==> src/rtl/spi_arbiter.sv <==
`default_nettype none
// ============================================================================
// Module   : spi_arbiter
// Purpose  : Round-robin sharing of one spi_master between REQ_N requesters.
// Revision : 1.0 - initial release
// ============================================================================
module spi_arbiter #(
    parameter int REQ_N    = 4,
    parameter int START_TO = 16
) (
    input  logic                 clk,
    input  logic                 rst,
    input  logic [REQ_N-1:0]     req,
    input  logic [32*REQ_N-1:0]  req_tx_data,
    input  logic [3*REQ_N-1:0]   req_cs_sel,
    input  logic [2*REQ_N-1:0]   req_len,
    input  logic [4*REQ_N-1:0]   req_clkdiv,
    input  logic [REQ_N-1:0]     req_cpol,
    input  logic [REQ_N-1:0]     req_cpha,
    output logic [REQ_N-1:0]     grant,
    output logic [REQ_N-1:0]     done,
    output logic                 err,
    output logic [31:0]          rx_data,
    output logic                 arb_busy,
    output logic                 m_start,
    input  logic                 m_busy,
    output logic [31:0]          m_tx_data,
    input  logic [31:0]          m_rx_data,
    output logic [2:0]           m_cs_sel,
    output logic [1:0]           m_len,
    output logic [3:0]           m_clkdiv,
    output logic                 m_cpol,
    output logic                 m_cpha
);

    localparam int c_PW = (REQ_N > 1) ? $clog2(REQ_N) : 1;
    localparam int c_CW = (START_TO > 1) ? $clog2(START_TO) : 1;
    localparam logic [c_CW-1:0]  c_TO_LAST = c_CW'(START_TO - 1);
    localparam logic [REQ_N-1:0] c_ONE     = REQ_N'(1);

    localparam logic [1:0] c_IDLE  = 2'd0;
    localparam logic [1:0] c_START = 2'd1;
    localparam logic [1:0] c_RUN   = 2'd2;
    localparam logic [1:0] c_DONE  = 2'd3;

    logic [1:0]       r_state;
    logic [c_PW-1:0]  r_ptr;
    logic [c_PW-1:0]  r_win;
    logic [c_CW-1:0]  r_cnt;
    logic [REQ_N-1:0] r_grant;
    logic [REQ_N-1:0] r_done;
    logic             r_err;
    logic [31:0]      r_rx;
    logic             r_busy;
    logic             r_start;
    logic [31:0]      r_tx;
    logic [2:0]       r_cs;
    logic [1:0]       r_len;
    logic [3:0]       r_div;
    logic             r_cpol;
    logic             r_cpha;

    logic [31:0] w_tx  [REQ_N];
    logic [2:0]  w_cs  [REQ_N];
    logic [1:0]  w_len [REQ_N];
    logic [3:0]  w_div [REQ_N];

    generate
        for (genvar gi = 0; gi < REQ_N; gi++) begin : g_unpack
            assign w_tx[gi]  = req_tx_data[32*gi +: 32];
            assign w_cs[gi]  = req_cs_sel[3*gi +: 3];
            assign w_len[gi] = req_len[2*gi +: 2];
            assign w_div[gi] = req_clkdiv[4*gi +: 4];
        end
    endgenerate

    // First set request at or above the pointer, wrapping modulo REQ_N.
    logic [c_PW:0]   w_sum;
    logic [c_PW-1:0] w_win;
    logic            w_found;

    always_comb begin
        w_found = 1'b0;
        w_win   = '0;
        w_sum   = '0;
        for (int k = 0; k < REQ_N; k++) begin
            w_sum = {1'b0, r_ptr} + (c_PW+1)'(k);
            if (w_sum >= (c_PW+1)'(REQ_N)) begin
                w_sum = w_sum - (c_PW+1)'(REQ_N);
            end
            if (!w_found && req[w_sum[c_PW-1:0]]) begin
                w_found = 1'b1;
                w_win   = w_sum[c_PW-1:0];
            end
        end
    end

    logic [c_PW-1:0] w_ptr_next;
    assign w_ptr_next = (r_win == c_PW'(REQ_N - 1)) ? '0 : r_win + 1'b1;

    always_ff @(posedge clk or negedge rst) begin
        if (!rst) begin
            r_state <= c_IDLE;
            r_ptr   <= '0;
            r_win   <= '0;
            r_cnt   <= '0;
            r_grant <= '0;
            r_done  <= '0;
            r_err   <= 1'b0;
            r_rx    <= '0;
            r_busy  <= 1'b0;
            r_start <= 1'b0;
            r_tx    <= '0;
            r_cs    <= '0;
            r_len   <= '0;
            r_div   <= '0;
            r_cpol  <= 1'b0;
            r_cpha  <= 1'b0;
        end else begin
            case (r_state)
                c_IDLE: begin
                    if (w_found) begin
                        r_state <= c_START;
                        r_busy  <= 1'b1;
                        r_grant <= c_ONE << w_win;
                        r_win   <= w_win;
                        r_tx    <= w_tx[w_win];
                        r_cs    <= w_cs[w_win];
                        r_len   <= w_len[w_win];
                        r_div   <= w_div[w_win];
                        r_cpol  <= req_cpol[w_win];
                        r_cpha  <= req_cpha[w_win];
                        r_start <= 1'b1;
                        r_cnt   <= '0;
                    end
                end
                c_START: begin
                    if (m_busy) begin
                        r_state <= c_RUN;
                        r_start <= 1'b0;
                    end else if (r_cnt == c_TO_LAST) begin
                        // Master never acknowledged: finish with err, keep old rx word.
                        r_start <= 1'b0;
                        r_err   <= 1'b1;
                        r_done  <= r_grant;
                        r_state <= c_DONE;
                    end else begin
                        r_cnt <= r_cnt + 1'b1;
                    end
                end
                c_RUN: begin
                    if (!m_busy) begin
                        r_state <= c_DONE;
                        r_rx    <= m_rx_data;
                        r_done  <= r_grant;
                    end
                end
                c_DONE: begin
                    r_state <= c_IDLE;
                    r_busy  <= 1'b0;
                    r_grant <= '0;
                    r_done  <= '0;
                    r_err   <= 1'b0;
                    r_ptr   <= w_ptr_next;
                end
                default: begin
                    r_state <= c_IDLE;
                end
            endcase
        end
    end

    assign grant     = r_grant;
    assign done      = r_done;
    assign err       = r_err;
    assign rx_data   = r_rx;
    assign arb_busy  = r_busy;
    assign m_start   = r_start;
    assign m_tx_data = r_tx;
    assign m_cs_sel  = r_cs;
    assign m_len     = r_len;
    assign m_clkdiv  = r_div;
    assign m_cpol    = r_cpol;
    assign m_cpha    = r_cpha;

endmodule
`default_nettype wire

==> config.mk <==
export PLATFORM = sky130hd
export DESIGN_NAME = spi_arbiter
export DESIGN_NICKNAME = d
export VERILOG_FILES = /design/src/rtl/spi_arbiter.sv
export SDC_FILE = /design/constraint.sdc
export NUM_CORES = 1
export LEC_CHECK = 0
export ABC_AREA = 1
export CAP_MARGIN = 20
export CORE_UTILIZATION = 45
export CTS_CLUSTER_DIAMETER = 80
export DETAILED_ROUTE_END_ITERATION = 10
export PLACE_DENSITY = 0.93
export SYNTH_ARGS = -nofsm -noshare
export SYNTH_HDL_FRONTEND = slang
export SYNTH_SLANG_ARGS = --single-unit
==> constraint.sdc <==
create_clock -name clk -period 5.4 [get_ports clk]
set_input_delay 0.54 -clock clk [delete_from_list [all_inputs] [get_ports clk]]
set_output_delay 0.54 -clock clk [all_outputs]
set_load 0.01 [all_outputs]
==> results of run 1 <==
-- per-layer routing --
| metal | track usage (%) | share of wire [%] |
|---|---|---|
| met5 | 0 | 0 |
| met3 | 5.41 | 6.9 |
| met4 | 11.1 | 3.0 |
| met2 | 47.4 | 50 |
| met1 | 31.0 | 40 |
-- area by class of cell --
type                       instances  area [um2]  share of cell area [%]
tap                              176         220                    2.36
sequential                        96        2400                    25.8
inverter                          24        91.3                   0.980
multi-input combinational        675        3340                    35.8
clock inverter                     3        21.3                   0.228
timing repair buffer             301        3020                    32.4
clock buffer                      11         233                    2.50
-- worst min-delay path by stage --
stage,slack [ns],cells after the start,from,endpoint
after floorplan,0.24,0,rst,arb_busy$_DFFE_PN0P_
after global placement,0.38,1,rst,rx_data[4]$_DFFE_PN0P_
after detailed placement,0.38,1,rst,rx_data[1]$_DFFE_PN0P_
after CTS,0.03,1,rst,rx_data[0]$_DFFE_PN0P_
after global routing,0.03,1,rst,r_cnt[3]$_DFFE_PN0P_
final,0.04,1,rst,rx_data[5]$_DFFE_PN0P_
-- state kept, by name (all words and copies together), names as in the netlist --
register and cells:
arb_busy 1, done 4, err 1, grant 4, m_clkdiv 4, m_cpha 1, m_cpol 1, m_cs_sel 3
m_len 2, m_start 1, m_tx_data 32, r_cnt 4, r_ptr 2, r_state 2, r_win 2, rx_data 32
-- cell usage in the layout (no fill, tap or decap), types with 2 or more instances in the layout --
master	netlist	final
a21oi_1	5	5
buf_4	1	5
clkbuf_1	8	2
clkbuf_16	0	9
clkdlybuf4s50_1	0	295
clkinv_2	1	2
dfrtp_1	96	96
ha_1	7	7
inv_1	18	18
inv_2	5	5
mux2_2	32	32
nand2_1	482	481
nand2_2	9	9
nand2_4	4	5
nand3_1	54	54
nand3_2	42	42
nor2_1	9	9
o21ai_0	10	10
o21ai_1	2	2
o22ai_1	4	4
o31ai_1	5	5
or2_2	2	2
-- power by group through the flow --
stage | Combinational [W] | Sequential [W] | Clock, W
after detailed placement | 0.00405 | 0.00128 | 0
after CTS | 0.00407 | 0.00128 | 0.000566
after global routing | 0.00452 | 0.00132 | 0.000599
final | 0.00405 | 0.00128 | 0.000555
after global placement | 0.00398 | 0.00127 | 0
after floorplan | 0.00279 | 0.00138 | 0
-- metrics by stage --
stage	power, W	setup WS (ns)	cells	util [%]	hold WS (ns)
6_report	0.00589	2.08	1286	70.1	0.0386
5_1_grt	0.00643	1.67	1286	70.1	0.0345
4_1_cts	0.00591	2.00	1285	69.9	0.0309
3_5_place_dp	0.00533	1.81	1271	68.0	0.384
3_3_place_gp	0.00524	1.89	1271	68.0	0.378
2_1_floorplan	0.00417	3.59	846	-	0.244
-- logic make-up after synthesis --
family                     after synthesis
xor gates and xnor gates                 2
and+or+nand+nor                        607
DFF                                     96
muxes                                   32
AOI/OAI and AO/OA                       27
adders and majority gates                7
buffers and inverters                   75
==> results.cfg, run 1 <==
[clocking]
htreeDepth = 3
cts.sinks = 96
cts-root-buf = clkbuf_16
cts_buffers = 9
clk_pin_slew_ns = 0.06
clkLatencyLatePin_ns = 0.33
cts_buffer_depth = 2
hold_buffers = 0
cts_resized = 0
cts_tree = yes
postCtsSetupRepairBufs = 0

[logic_synthesis]
yosysMostFrequentCell = nand2_1
synth-simple-area-share_pct = 43.8
ys_ff_latch = 96
synthArstFlopShare_pct = 100
seq_area_frac_synth_pct = 38.9
synth_cell_types = 31
synth-compound-area-share_pct = 2.53
avgSynthCellArea_um2 = 7.30
syn_area_um2 = 6180
syn_nets = 1064
synth.area.top_cells = dfrtp_1 (39%), nand2_1 (29%), nand3_2 (6.8%)
syn_inst = 846
synthAdderAreaFrac_pct = 1.42
synth_edf_count = 0
synth_top_area_share_pct = 38.9
synthMuxAreaShare_pct = 5.83
synth.top_cells.by_count = nand2_1 (482), dfrtp_1 (96), nand3_1 (54)
yosysTopAreaCell = dfrtp_1
yosys_warnings = 0
synth_ff_type = dfrtp_1
synth_top_family_by_area = simple AND/OR/NAND/NOR gates
synthXorXnorAreaFrac_pct = 0.284

[drt]
vias = 6376
wl_per_cell_um = 14.9
routed_wl_mm = 19.1
post-route-drc-count = 0
drt_iter0_drc = 377
drt_first_pass_iters = 4
via_per_inst = 4.96
detail-route-antenna-nets = 0

[min_path]
hold_path_class = primary input to async pin

[floorplan]
start_util_pct = 46.5
rows = 42
die_h_um = 119
die_x_um = 119
pin_count = 297
core_area_um2 = 13300
dieArea_um2 = 14200

[power]
power.leakage_nw = 4.63
comb_power_share_pct = 68.8
power_frac_seq_pct = 21.8
power.density_nw_per_um2 = 632
switching_share_pct = 49.3
netSwitchingPower_w = 0.00291
peakVddDrop_mv = 0.657
p_clk_share_pct = 9.4
p_int_w = 0.00299

[timing]
finalCritPeriodShare_pct = 61.4
setup_viol = 0
setup_tns_ns = 0
slew_viol_final = 0
finalClockSkew_ns = 0.00475
hold_viol = 0
fmax_ghz = 0.302
rsz0062_at_grt = false
worst_pin_slew_ns = 1.08
fin_crit_ns = 3.32
slew_headroom_pct = 28.3

[setup_path]
cp_num_cells = 10
cp_cell_sequence = inv_2 > nand2_2 > nand2_2 > o21ai_2 > inv_1 > nand3_1 > nand2_2 > inv_2 > nand2_1 > o22ai_1
crit_start = r_ptr[0]$_DFFE_PN0P_
critPathKind = flop to flop
rrSetupSlack_ns = 2.08
crit_top_cell = nand2_2
cp.arrival_ns = 3.55
r2r-end = grant[1]$_DFFE_PN0P_
path_max_fanout = 50
cp-start-kind = flop
crit_path_max_incr_delay_ns = 0.84
reg2reg_from = r_ptr[0]$_DFFE_PN0P_
crit_slowest_cell = inv_2
cp_top_family = buffers and inverters
endpoint = grant[1]$_DFFE_PN0P_
critical_path_required_ns = 5.64
end_kind = flop
cp_num_buf_inv = 3
r2r_cells = 10

[global_routing]
antenna_found_initial = 0
overflow = 0
first_global_vias = 6225
grt_pass1_wl_mm = 29.9
grt_start_max_net_pins = 91
grt_use_total_pct = 26.6

[place]
port_buffers = 296
gp_congestion = 0.954
post_dp_cell_area_um2 = 9040
hpwl_mm = 14.0

[layout]
layout-drive-gt1-share_pct = 10.7
final_area_um2 = 9320
final_nets = 1325
nFillCells = 1089
area_growth_pct = 51.0
n_antenna_cell = 0

[run_status]
status = completed

[run]
cap_violations = 0
Power figures use the tool's default switching activity.
==> run 2: changes to the inputs <==
--- a/config.mk
+++ b/config.mk
@@ -7,10 +7,10 @@
 export LEC_CHECK = 0
 export ABC_AREA = 1
 export CAP_MARGIN = 20
-export CORE_UTILIZATION = 45
+export CORE_UTILIZATION = 42
 export CTS_CLUSTER_DIAMETER = 80
 export DETAILED_ROUTE_END_ITERATION = 10
-export PLACE_DENSITY = 0.93
+export PLACE_DENSITY = 0.88
 export SYNTH_ARGS = -nofsm -noshare
 export SYNTH_HDL_FRONTEND = slang
 export SYNTH_SLANG_ARGS = --single-unit
==> constraint.sdc (replaced) <==
create_clock -name clk -period 3.27 [get_ports clk]
set_input_delay 0.327 -clock clk [delete_from_list [all_inputs] [get_ports clk]]
set_output_delay 0.327 -clock clk [all_outputs]
set_load 0.01 [all_outputs]
==> run 2 against run 1 <==
Final cell count is 0.78% higher. Register-to-register slack worse by 1.5 ns. Worst setup slack worse by 1.5 ns. Combinational power is 69% higher. Via count is 0.17% higher. Sequential share of layout area is 0.22 points lower. Global-route usage is 0.40 points lower. Core utilization is 3.4 points lower. Clock-buffer cell count is 1 lower. Maximum frequency is 26% higher. Critical path depth is 3 higher. Power is 69% higher. Largest power group unchanged. Highest routed layer unchanged.
==> results.cfg, run 2 (synthesis results as in run 1) <==
[run_status]
status = completed

[timing]
worst_pin_slew_ns = 0.717
setup_viol = 0
finalClockSkew_ns = 0.00797
rsz0062_at_grt = false
fin_crit_ns = 2.64
fmax_ghz = 0.379
slew_headroom_pct = 52.2
setup_tns_ns = 0
hold_viol = 0
slew_viol_final = 0
finalCritPeriodShare_pct = 80.7

[floorplan]
start_util_pct = 43.8
dieArea_um2 = 15200
die_x_um = 123
die_h_um = 123
rows = 43
core_area_um2 = 14100
pin_count = 297

[drt]
wl_per_cell_um = 15.1
detail-route-antenna-nets = 0
drt_first_pass_iters = 6
vias = 6387
wl_met3_mm = 1.71
routed_wl_mm = 19.6
wl_met1_mm = 7.67
drt_iter0_drc = 319
top_layer = met4
post-route-drc-count = 0
wl_met2_mm = 9.75
via_per_inst = 4.93

[setup_path]
path_max_fanout = 45
cp-start-kind = flop
critical_path_required_ns = 3.50
cp.arrival_ns = 2.87
critPathKind = flop to flop
end_kind = flop

[global_routing]
grt_use_total_pct = 26.2
overflow = 0
first_global_vias = 6163
grt_pass1_wl_mm = 30.5
antenna_found_initial = 0
grt_start_max_net_pins = 87

[power]
peakVddDrop_mv = 0.712
power.leakage_nw = 4.67
power.density_nw_per_um2 = 1060

[clocking]
cts_tree = yes
cts_resized = 0
cts_buffers = 9
postCtsSetupRepairBufs = 0
cts_buffer_depth = 2
clkLatencyLatePin_ns = 0.34
hold_buffers = 0
htreeDepth = 3
cts.sinks = 96
clk_pin_slew_ns = 0.06
cts-root-buf = clkbuf_16

[place]
gp_congestion = 0.895
dp.cells = 1281
port_buffers = 296
post_dp_cell_area_um2 = 9130
hpwl_mm = 14.5

[layout]
final_cells = 1296
final_area_um2 = 9400
layout-drive-gt1-share_pct = 11.4
final_nets = 1330
final_common_cell = nand2_1
n_antenna_cell = 0
post-route-util_pct = 66.7
area_growth_pct = 52.2
most-common-layout-cells = nand2_1 (481), clkdlybuf4s50_1 (295), dfrtp_1 (96), nand3_1 (54), nand3_2 (42)

[run]
cap_violations = 0

[min_path]
hold_path_class = primary input to async pin
## run 2: cell count changes in the layout (fill, tap and decap cells not counted), sizes merged
cell,previous run,this run
clkinvlp,1,2
clkinv,3,4
clkbuf,11,10
buf,6,11
## run 2: metal layers
| layer | global-route usage, % | up-vias |
|---|---|---|
| met2 | 45.5 | 280 |
| met5 | 0 | - |
| met3 | 7.52 | 31 |
| li1 | - | 3192 |
| met1 | 30.6 | 2884 |
| met4 | 9.79 | 0 |
## run 2: final timing paths
| path | start | to | slack [ns] | cells after the start |
|---|---|---|---|---|
| worst max register to register | r_ptr[0]$_DFFE_PN0P_ | m_cs_sel[0]$_DFFE_PN0P_ | 0.63 | 13 |
| worst min-delay path | rst | err$_DFFE_PN0P_ | 0.01 | 1 |
| min in group clk | m_tx_data[3]$_DFFE_PN0P_ | m_tx_data[3]$_DFFE_PN0P_ | 0.48 | 2 |
| worst min register to register | m_tx_data[3]$_DFFE_PN0P_ | m_tx_data[3]$_DFFE_PN0P_ | 0.48 | 2 |
| max in group asynchronous | rst | m_len[1]$_DFFE_PN0P_ | 2.48 | 2 |
| worst max-delay path | r_ptr[0]$_DFFE_PN0P_ | m_cs_sel[0]$_DFFE_PN0P_ | 0.63 | 13 |
## run 2: where the power goes
part	internal, W	switching [W]
combinational	0.00276	0.00409
clock	0.000531	0.000454
sequential	0.00175	0.000352
## run 2: worst max-delay path, cell delays in order (launching register included)
cell	delay [ns]
dfrtp_1	0.67
inv_2	0.17
nand2_1	0.13
nand3_2	0.10
nand2_4	0.12
nor2_8	0.05
nand3_1	0.06
nand2_1	0.09
nor2_4	0.12
clkinv_2	0.55
nand2_1	0.23
nand2_1	0.09
nand2_1	0.08
nand2_1	0.05
## run 2: area by class of cell
type / count / area (um2)
timing repair buffer: 306 / 3070
inverter: 24 / 91.3
multi-input combinational: 675 / 3340
sequential: 96 / 2400
clock buffer: 10 / 239
tap: 180 / 225
clock inverter: 5 / 33.8
fill: 1186 / 4690
## run 2: metrics by stage
step / hold slack, ns / setup WS, ns / power (W)
2_1_floorplan: 0.0314 / 1.48 / 0.00689
3_3_place_gp: 0.386 / 0.683 / 0.00885
3_5_place_dp: 0.392 / 0.632 / 0.00899
4_1_cts: 0.0214 / 0.628 / 0.0100
5_1_grt: 0.0592 / 0.346 / 0.0109
6_report: 0.0109 / 0.632 / 0.00994
